## src/rtl/ls_bank_ctrl.sv

```systemverilog
// Write-port controller for a load/store register bank: round-robin write arbitration and bank clear.
// Optional feature: define LS_BANK_CTRL_LOCK_EN to add the per-requester lock input.
module ls_bank_ctrl #(
    parameter int unsigned n  = 4,
    parameter int unsigned AW = 2
) (
    input  logic                 clk,
    input  logic                 clr,
    input  logic [3:0]           req,
    input  logic [4*AW-1:0]      addr,
    input  logic [4*n-1:0]       wdata,
    input  logic                 bank_clr_req,
`ifdef LS_BANK_CTRL_LOCK_EN
    input  logic [3:0]           lock,
`endif
    output logic [3:0]           gnt,
    output logic [(1<<AW)-1:0]   reg_c,
    output logic                 reg_clr,
    output logic [n-1:0]         reg_in,
    output logic                 busy
);

    localparam int unsigned NREG = 1 << AW;

    typedef enum logic [1:0] {StIdle, StWrite, StClear} state_e;

    state_e            state_q, state_d;
    logic [1:0]        ptr_q, ptr_d;
    logic [3:0]        gnt_q, gnt_d;
    logic [NREG-1:0]   reg_c_q, reg_c_d;
    logic              reg_clr_q, reg_clr_d;
    logic [n-1:0]      reg_in_q, reg_in_d;
    logic              busy_q, busy_d;

    logic              win_found;
    logic [1:0]        win;
    logic [1:0]        cand;
    logic              ld_en;
    logic [1:0]        ld_sel;
    logic [AW-1:0]     ld_addr;

`ifdef LS_BANK_CTRL_LOCK_EN
    logic [1:0]        win_q;
`endif

    // First requester at or after ptr, wrapping modulo 4.
    always_comb begin
        win_found = 1'b0;
        win       = ptr_q;
        cand      = '0;
        for (int i = 0; i < 4; i++) begin
            cand = ptr_q + 2'(i);
            if (!win_found && req[cand]) begin
                win_found = 1'b1;
                win       = cand;
            end
        end
    end

    always_comb begin
        state_d   = state_q;
        ptr_d     = ptr_q;
        gnt_d     = '0;
        reg_c_d   = '0;
        reg_clr_d = 1'b1;
        reg_in_d  = '0;
        ld_en     = 1'b0;
        ld_sel    = win;
        case (state_q)
            StIdle: begin
                if (bank_clr_req) begin
                    state_d   = StClear;
                    reg_clr_d = 1'b0;
                end else if (win_found) begin
                    state_d = StWrite;
                    ld_en   = 1'b1;
                    ld_sel  = win;
                    ptr_d   = win + 2'd1;
                end
            end
            StWrite: begin
                state_d = StIdle;
`ifdef LS_BANK_CTRL_LOCK_EN
                // A locked winner keeps the bus for another write cycle.
                if (req[win_q] && lock[win_q]) begin
                    state_d = StWrite;
                    ld_en   = 1'b1;
                    ld_sel  = win_q;
                end
`endif
            end
            StClear: state_d = StIdle;
            default: state_d = StIdle;
        endcase

        ld_addr = addr[int'(ld_sel)*AW +: AW];
        if (ld_en) begin
            gnt_d[ld_sel]   = 1'b1;
            reg_c_d[ld_addr] = 1'b1;
            reg_in_d        = wdata[int'(ld_sel)*n +: n];
        end
        busy_d = (state_d != StIdle);
    end

    always_ff @(posedge clk or negedge clr) begin
        if (!clr) begin
            state_q   <= StIdle;
            ptr_q     <= '0;
            gnt_q     <= '0;
            reg_c_q   <= '0;
            reg_clr_q <= 1'b1;
            reg_in_q  <= '0;
            busy_q    <= 1'b0;
        end else begin
            state_q   <= state_d;
            ptr_q     <= ptr_d;
            gnt_q     <= gnt_d;
            reg_c_q   <= reg_c_d;
            reg_clr_q <= reg_clr_d;
            reg_in_q  <= reg_in_d;
            busy_q    <= busy_d;
        end
    end

`ifdef LS_BANK_CTRL_LOCK_EN
    always_ff @(posedge clk or negedge clr) begin
        if (!clr) begin
            win_q <= '0;
        end else if (ld_en) begin
            win_q <= ld_sel;
        end
    end
`endif

    assign gnt     = gnt_q;
    assign reg_c   = reg_c_q;
    assign reg_clr = reg_clr_q;
    assign reg_in  = reg_in_q;
    assign busy    = busy_q;

endmodule
```

## config.mk

```make
export PLATFORM = sky130hd
export DESIGN_NAME = ls_bank_ctrl
export DESIGN_NICKNAME = d
export VERILOG_FILES = /design/src/rtl/ls_bank_ctrl.sv
export SDC_FILE = /design/constraint.sdc
export NUM_CORES = 1
export LEC_CHECK = 0
export ABC_AREA = 1
export BUFFER_PORTS_ARGS = -buffer_cell sky130_fd_sc_hd__buf_4
export CAP_MARGIN = 10
export CORE_MARGIN = 2
export CORE_UTILIZATION = 48
export CTS_BUF_LIST = sky130_fd_sc_hd__clkbuf_2
export DETAILED_ROUTE_END_ITERATION = 8
export PLACE_DENSITY = 0.81
export SETUP_SLACK_MARGIN = 0.4
export SLEW_MARGIN = 15
export SYNTH_ARGS = -nofsm -noshare
export SYNTH_HDL_FRONTEND = slang
export SYNTH_SLANG_ARGS = --single-unit
```

## constraint.sdc

```tcl
create_clock -name clk -period 2.13 [get_ports clk]
set_input_delay 0.1065 -clock clk [delete_from_list [all_inputs] [get_ports clk]]
set_output_delay 0.1065 -clock clk [all_outputs]
set_load 0.01 [all_outputs]
```

==> impl_metrics.toml, run 1 <==
[outcome]
status = "complete, no violations"

[finish]
final_area_sq_mm = 0.00212
nets = 297
syn2layout_area_growth_pct = 60.2
ff_latch_area_sq_um = 453
multi_input_area_sq_um = 941
final_layout_size_suffix_gt1_frac = 0.548
nFillCells = 178
final_common_cell = "buf_4"
diodes = 0
mostFrequentLayoutCells = "buf_4, nand2_1, nand2_2, inv_1, dfrtp_1"

[detailed_routing]
antenna_left = 0
drt-total-wl_um = 4030
drt_pass1_iterations = 4
vias_per_cell = 5.07
wl_per_cell_um = 13.8
drtIter0Drc = 43
vias = 1479
drc = 0

[worst_setup_path]
worstSetupStartpointType = "flop"
rr_worst_depth = 13
setup.worst_path.end_class = "flop"
crit_arrival_ns = 2.36
reg2reg_to = "reg_in[1]"
crit_type = "flop to flop"
crit_fanout = 6
r2r_slack_ns = 0.04
crit_required_ns = 2.40
critical_path.endpoint = "reg_in[1]"
r2r_start = "ptr_q[0]"
crit_start = "ptr_q[0]"

[global_routing]
overflow = 0
antenna_found_initial = 0
grt_pass1_wl_um = 5380
grt_pass1_vias = 1229
grt_usage = 0.216
grt_max_degree = 19

[floorplanning]
io_pins = 45
start_util = 0.494
dieHeight_um = 56.6
rows = 19
die_area_sq_mm = 0.00320
die_x_um = 56.6
coreArea_sq_mm = 0.00269

[timing]
setup_viol = 0
finalHoldViolations = 0
fin_skew_ns = 0.00369
maxSlewViolCount = 0
fin_crit_sh = 0.983
fmax_ghz = 0.477
slew_headroom = 0.797
rsz0062_at_grt = "yes"
fin_setup_tns_ns = 0
worst_pin_slew_ns = 0.304
min_period_ns = 2.09

[clock_network]
cts.sinks = 18
tritoncts = "built"
clkLatencyLatePin_ns = 0.33
cts-root-buf = "clkbuf_2"
cts_buffers = 3
cts-htree-levels = 1
path_clk_slew_ns = 0.19
clk_path_buf_depth = 2

[power_and_ir_drop]
ir_drop_v = 0.00128
clock_power_share = 0.038
finalPower_mw = 4.20
intPower_mw = 1.98
netSwitchingFraction = 0.527
combinationalPowerShare = 0.840
p_seq_frac = 0.122
pwr_density_cell_mw_per_mm2 = 1970
p_leak_nw = 1.16
p_sw_mw = 2.21

[logic_synthesis]
postSynthAreaPerCell_sq_um = 6.77
synth_cell_types = 22
synth_cells = 196
synth.cell_area_sq_mm = 0.00133
synth_nets = 231
yosysSeqAreaShare = 0.341
ys_seq_elements = 18
ys_warn_count = 0

[placed_design]
dpl_cell_area_sq_mm = 0.00172
hpwl_um = 2280
port_buffers = 44
gp_congestion = 0.905

[worst_hold_path]
hp-class = "primary input to flop"

[flow_run]
max-cap-violations = 0
through the flow:
stage	setup slack [ns]	cells	utilization	hold slack, ns
floorplan	0.333	196	-	-0.189
global placement	0.191	271	0.639	-0.0178
detailed placement	0.182	271	0.639	-0.0124
CTS	0.189	286	0.720	0.110
global route	-0.0593	292	0.791	0.0734
finish	0.0353	292	0.791	0.0753
worst max-delay path: stages, from the launching register on:
cell and delay, ns:
dfrtp_2 0.52, buf_6 0.16, nand2_4 0.06, nand2_4 0.08, nand2_4 0.09, nand2_4 0.07
nor2_8 0.11, nand4_1 0.22, nand2_4 0.22, clkbuf_16 0.17, nand2_2 0.05, o21ai_2 0.05
nand2_1 0.07, a21oi_1 0.16
power groups by stage:
stage | logic (mW) | clock network (mW) | registers (mW)
detailed placement | 2.20 | 0 | 0.495
CTS | 2.78 | 0.152 | 0.503
global route | 3.81 | 0.178 | 0.519
global placement | 2.16 | 0 | 0.490
finish | 3.52 | 0.161 | 0.511
floorplan | 1.71 | 0 | 0.536
logic make-up (layout without fill, tap and decap cells):
logic type / after synthesis / after routing / synth area share
simple gates: 129 / 129 / 0.447
flops: 18 / 18 / 0.341
fa+ha+maj: 4 / 4 / 0.0377
buf+inv: 33 / 98 / 0.118
compound gates: 12 / 12 / 0.0566
Yosys cell counts:
| cell type | instances | area, sq um |
|---|---|---|
| nand3_1 | 17 | 85.1 |
| nor2_1 | 12 | 45.0 |
| nand4_1 | 1 | 6.26 |
| nand3b_1 | 2 | 15.0 |
| o21ai_1 | 1 | 5.00 |
| nor2_2 | 1 | 6.26 |
| ha_1 | 4 | 50.1 |
| nand3_2 | 3 | 30.0 |
| inv_1 | 26 | 97.6 |
| nand2_1 | 80 | 300 |
| a21oi_1 | 4 | 20.0 |
| buf_6 | 3 | 33.8 |
| buf_4 | 2 | 15.0 |
| nand2_2 | 10 | 62.6 |
| nor2_8 | 1 | 20.0 |
| dfrtp_1 | 17 | 425 |
| o21ai_2 | 4 | 35.0 |
| nand2_4 | 2 | 22.5 |
| inv_4 | 1 | 6.26 |
| inv_2 | 1 | 3.75 |
| o21ai_0 | 3 | 15.0 |
| dfstp_2 | 1 | 26.3 |
layout make-up:
type,instances,area share
multi-input cells,145,0.443
repair buffers,65,0.257
flip-flops and latches,18,0.213
inverters,28,0.0565
well taps,31,0.0183
clock buffers,3,0.00707
repair inverters,1,0.00353
clock inverters,1,0.00177
registers in the layout, summed over array words and instances (netlist names):
signal and count:
busy 1, reg_clr 1, state_q 2, reg_c 4, gnt 4, ptr_q 2, reg_in 4
routing by layer:
| layer | global-route usage | vias up | wire, um |
|---|---|---|---|
| met1 | 0.269 | 674 | 1600 |
| li1 | - | 734 | - |
| met3 | 0.0161 | 13 | 169 |
| met4 | 0.112 | 0 | 147 |
| met2 | 0.372 | 58 | 2110 |
| met5 | 0 | - | 0 |
worst min path at each step:
stage	from	end	slack, ns	cells past startpoint
finish	wdata[10]	reg_in[2]	0.08	5
global route	wdata[10]	reg_in[2]	0.07	5
CTS	wdata[10]	reg_in[2]	0.11	5
detailed placement	clr	gnt[2]	-0.01	1
global placement	clr	gnt[0]	-0.02	1
floorplan	clr	busy	-0.19	0
timing repair:
item	4_1_cts	5_1_grt
gates resized for setup	30	43
setup endpoints to repair	14	16
endpoints found under the hold margin	19	0
pin swaps	15	25
setup buffers	7	5
hold buffers	2	0
gates cloned	2	1
Power figures use the tool's default switching activity.
==> run 2: changes to the inputs <==
--- a/config.mk
+++ b/config.mk
@@ -5,14 +5,13 @@
 export SDC_FILE = /design/constraint.sdc
 export NUM_CORES = 1
 export LEC_CHECK = 0
-export ABC_AREA = 1
 export BUFFER_PORTS_ARGS = -buffer_cell sky130_fd_sc_hd__buf_4
 export CAP_MARGIN = 10
 export CORE_MARGIN = 2
-export CORE_UTILIZATION = 48
+export CORE_UTILIZATION = 43
 export CTS_BUF_LIST = sky130_fd_sc_hd__clkbuf_2
 export DETAILED_ROUTE_END_ITERATION = 8
-export PLACE_DENSITY = 0.81
+export PLACE_DENSITY = 0.82
 export SETUP_SLACK_MARGIN = 0.4
 export SLEW_MARGIN = 15
 export SYNTH_ARGS = -nofsm -noshare
==> constraint.sdc (replaced) <==
create_clock -name clk -period 1.8 [get_ports clk]
set_input_delay 0.09 -clock clk [delete_from_list [all_inputs] [get_ports clk]]
set_output_delay 0.09 -clock clk [all_outputs]
set_load 0.01 [all_outputs]
==> impl_metrics.toml, run 2 <==
[outcome]
status = "finished, violations left"
violations = "negative setup slack"

[detailed_routing]
drtIter0Drc = 20
drt-total-wl_um = 2350
vias = 895
wl_per_cell_um = 13.4
drt_pass1_iterations = 4
antenna_left = 0
vias_per_cell = 5.11
drc = 0

[worst_hold_path]
hold_depth = 3
hp-class = "primary input to flop"

[timing]
fmax_ghz = 0.536
finalHoldViolations = 0
timing.hold.ws_ns = 0.0554
fin_crit_sh = 1.04
setup_ws_ns = -0.0640
fin_setup_tns_ns = -0.252
maxSlewViolCount = 0
fin_skew_ns = 0.00580
rsz0062_at_grt = "yes"
slew_headroom = 0.783
worst_pin_slew_ns = 0.323
setup_viol = 8
min_period_ns = 1.86

[logic_synthesis]
yosys.area.top_type = "dfrtp_1"
async_reset_ff_frac = 1.00
synth-edff-count = 0
yosysSeqAreaShare = 0.470
postSynthAreaPerCell_sq_um = 11.6
synth_ff_type = "dfrtp_1"
ys_seq_elements = 18
yosys-top-cells-count = "dfrtp_1, and2_1, inv_1"
ys_warn_count = 0
synth_cell_types = 28
synth.most_common_cell = "dfrtp_1"
synth.cell_area_sq_um = 961
synthTopCellsByArea = "dfrtp_1, mux4_2, and2_1, ha_1, inv_1"
synth_cells = 83
synth_nets = 118
synthDominantCellAreaShare = 0.443

[floorplanning]
coreArea_sq_mm = 0.00217
io_pins = 45
start_util = 0.443
die_area_sq_mm = 0.00263
rows = 17
die_x_um = 51.3
dieHeight_um = 51.3

[clock_network]
cts_buffers = 3
clk_path_buf_depth = 2
cts.sinks = 18
path_clk_slew_ns = 0.16
tritoncts = "built"
cts-root-buf = "clkbuf_2"
clkLatencyLatePin_ns = 0.31
cts-htree-levels = 1

[worst_setup_path]
critical_path.endpoint = "reg_in[2]"
crit_required_ns = 2.02
r2r_start = "ptr_q[1]"
rr_worst_depth = 7
crit_start = "ptr_q[1]"
reg2reg_to = "reg_in[2]"
crit_fanout = 5
setup.worst_path.end_class = "flop"
crit_type = "flop to flop"
crit_arrival_ns = 2.08
worstSetupStartpointType = "flop"
r2r_slack_ns = -0.06

[placed_design]
hpwl_um = 1680
port_buffers = 44
dpl_cell_area_sq_mm = 0.00137
gp_congestion = 0.991

[finish]
final_layout_size_suffix_gt1_frac = 0.571
final_common_cell = "buf_4"
syn2layout_area_growth_pct = 59.9
nets = 183
final_area_sq_mm = 0.00154
mostFrequentLayoutCells = "buf_4, dfrtp_1, and2_1, inv_1, mux4_2"
diodes = 0
nFillCells = 160

[global_routing]
grt_pass1_vias = 777
grt_usage = 0.171
grt_pass1_wl_um = 3330
overflow = 0
grt_max_degree = 19
antenna_found_initial = 0

[power_and_ir_drop]
pwr_density_cell_mw_per_mm2 = 995
p_leak_nw = 0.780
ir_drop_v = 0.000642

[flow_run]
max-cap-violations = 0
run 2: report_power, final:
part / switching [mW] / internal, mW / total, mW
sequential: 0.0415 / 0.476 / 0.517
combinational: 0.370 / 0.470 / 0.840
clock: 0.124 / 0.0483 / 0.172
total: 0.536 / 0.994 / 1.53
run 2: metal layers:
metal  vias up  track usage  wire [um]
met5         -            0          0
met2        26        0.299       1250
li1        428            -          -
met3         5       0.0175         90
met4         0       0.0570         41
met1       436        0.222        968
run 2: area by class of cell:
type | count | area [sq um] | area share
tap | 28 | 35.0 | 0.0228
inverter | 9 | 45.0 | 0.0293
sequential | 18 | 452 | 0.294
timing repair buffer | 62 | 482 | 0.314
multi-input combinational | 54 | 504 | 0.328
clock buffer | 3 | 15.0 | 0.00977
clock inverter | 1 | 3.75 | 0.00244
run 2: cells by family (layout without fill, tap and decap cells):
| group | count (synthesis) | after routing | synth area share |
|---|---|---|---|
| DFF | 18 | 18 | 0.470 |
| and+or+nand+nor | 28 | 28 | 0.167 |
| buffers and inverters | 11 | 75 | 0.0534 |
| muxes | 6 | 6 | 0.141 |
| adders and majority gates | 4 | 4 | 0.0521 |
| AOI/OAI and AO/OA | 16 | 16 | 0.117 |
run 2: metrics by stage:
step	setup WS, ns	power, mW	util	cells
floorplan	0.0950	0.939	-	83
global placement	-0.00303	1.19	0.633	160
detailed placement	-0.0608	1.21	0.633	160
CTS	-0.0197	1.45	0.679	171
global route	-0.137	1.64	0.708	175
finish	-0.0640	1.53	0.708	175
run 2: worst min path at each step:
stage | startpoint | to | slack [ns]
after floorplan | clr | busy | -0.21
after global placement | clr | reg_in[0] | -0.04
after detailed placement | clr | reg_in[1] | -0.03
after CTS | req[2] | busy | 0.06
after global routing | req[2] | busy | 0.06
final | req[2] | busy | 0.06
run 2: what timing repair did:
action	4_1_cts	5_1_grt
pin swaps	1	7
resized for setup	10	8
setup endpoints to repair	14	15
hold buffers	2	0
buffers inserted	5	4
hold endpoints to repair	19	0
cloned	0	0
run 2: critical path, cell delays in order (launching register included):
cell and delay, ns:
dfrtp_1 0.46, nand2_1 0.11, a21oi_2 0.06, o221a_4 0.28, buf_6 0.13, inv_8 0.06, mux4_2 0.49, and2_1 0.17
==> run 3: changes to the inputs <==
--- a/config.mk
+++ b/config.mk
@@ -11,7 +11,7 @@
 export CORE_UTILIZATION = 43
 export CTS_BUF_LIST = sky130_fd_sc_hd__clkbuf_2
 export DETAILED_ROUTE_END_ITERATION = 8
-export PLACE_DENSITY = 0.82
+export PLACE_DENSITY = 0.78
 export SETUP_SLACK_MARGIN = 0.4
 export SLEW_MARGIN = 15
 export SYNTH_ARGS = -nofsm -noshare
==> impl_metrics.toml, run 3 (synthesis results as in run 2) <==
[timing]
fin_skew_ns = 0.00134
min_period_ns = 1.94
slew_headroom = 0.674
timing.hold.ws_ns = 0.0999
rsz0062_at_grt = "yes"
maxSlewViolCount = 0
setup_ws_ns = -0.136
fin_crit_sh = 1.08
fmax_ghz = 0.516
worst_pin_slew_ns = 0.485
fin_setup_tns_ns = -0.743
finalHoldViolations = 0
setup_viol = 10

[global_routing]
overflow = 0
grt_pass1_vias = 841
grt_max_degree = 19
grt_pass1_wl_um = 3710
antenna_found_initial = 0
grt_usage = 0.187

[worst_setup_path]
crit_type = "flop to flop"
rr_worst_depth = 6
setup.worst_path.end_class = "flop"
r2r_slack_ns = -0.14
reg2reg_to = "reg_c[0]"
crit_start = "ptr_q[0]"
crit_fanout = 4
crit_required_ns = 2.00
r2r_start = "ptr_q[0]"
crit_arrival_ns = 2.13
critical_path.endpoint = "reg_c[0]"
worstSetupStartpointType = "flop"

[floorplanning]
die_area_sq_mm = 0.00263
rows = 17
coreArea_sq_mm = 0.00217
die_x_um = 51.3
start_util = 0.443
io_pins = 45
dieHeight_um = 51.3

[clock_network]
tritoncts = "built"
clkLatencyLatePin_ns = 0.28
path_clk_slew_ns = 0.16
clk_path_buf_depth = 2
cts-htree-levels = 1
cts_buffers = 3
cts-root-buf = "clkbuf_2"
cts.sinks = 18

[detailed_routing]
drt-total-wl_um = 2670
drt_pass1_iterations = 4
vias = 914
antenna_left = 0
drtIter0Drc = 23
wl_per_cell_um = 15.2
drc = 0
vias_per_cell = 5.22

[finish]
nFillCells = 151
syn2layout_area_growth_pct = 64.3
mostFrequentLayoutCells = "buf_4, dfrtp_1, mux4_2, inv_1, and2_1"
ff_latch_area_sq_um = 453
diodes = 0
multi_input_area_sq_um = 541
final_layout_size_suffix_gt1_frac = 0.639
nets = 183
final_common_cell = "buf_4"
stdcell_count = 175

[outcome]
violations = "negative setup slack"
status = "finished, violations left"

[power_and_ir_drop]
pwr_density_cell_mw_per_mm2 = 1040
finalPower_mw = 1.64
ir_drop_v = 0.000790
p_leak_nw = 0.780

[placed_design]
dp.cells = 158
dp_slack_ns = -0.0632
port_buffers = 44
gp_congestion = 0.965
hpwl_um = 1650

[worst_hold_path]
hp-class = "primary input to flop"

[flow_run]
max-cap-violations = 0
-- run 3: cell types whose count changed in the layout (fill, tap and decap cells not counted), moves of 2 or more --
cell,delta
ha_1,-3
and2_1,-2
nand2_2,+2
ha_4,+2
and2_4,+2
buf_4,-2
-- run 3: power by group --
part	internal [mW]	leakage [nW]	switching, mW
registers	0.478	0.233	0.0492
logic	0.513	0.533	0.438
clock network	0.0484	0.0140	0.115
-- run 3: layout make-up --
cell class / instances / area share
multi-input combinational: 55 / 0.342
timing repair buffer: 61 / 0.308
sequential: 18 / 0.287
inverter: 9 / 0.0285
tap: 28 / 0.0222
clock buffer: 3 / 0.00951
clock inverter: 1 / 0.00238
-- run 3: worst min path at each step --
| stage | from | to | slack (ns) | cells past startpoint |
|---|---|---|---|---|
| floorplan | clr | busy | -0.21 | 0 |
| global placement | clr | busy | -0.04 | 1 |
| detailed placement | clr | busy | -0.04 | 1 |
| CTS | req[2] | busy | 0.08 | 3 |
| global route | req[2] | busy | 0.09 | 3 |
| finish | req[2] | busy | 0.1 | 3 |
-- run 3: per-stage QoR --
step	utilization	instance area, sq um
3_5_place_dp	0.626	1360
4_1_cts	0.698	1520
5_1_grt	0.728	1580
2_1_floorplan	-	971
3_3_place_gp	0.626	1360
6_report	0.728	1580
-- run 3: worst max-delay path, cell delays in order, from the launching register on --
cell and delay, ns:
dfrtp_1 0.46, nor2b_2 0.08, o21ai_1 0.18, o221a_2 0.28
buf_12 0.12, mux4_2 0.53, a211oi_2 0.21
-- run 3: what timing repair did --
action,4_1_cts,5_1_grt
setup buffers,6,4
hold endpoints to repair,19,0
gates resized for setup,15,14
setup endpoints to repair,14,15
cloned,1,0
hold buffers,2,0
pin swaps,1,3
-- run 3: layer usage --
metal,part of all wire,up-vias,global-route usage,wire [um]
li1,-,428,-,-
met1,0.37,436,0.249,979
met2,0.55,44,0.310,1480
met3,0.059,6,0.0175,158
met4,0.019,0,0.0833,51
met5,0,-,0,0
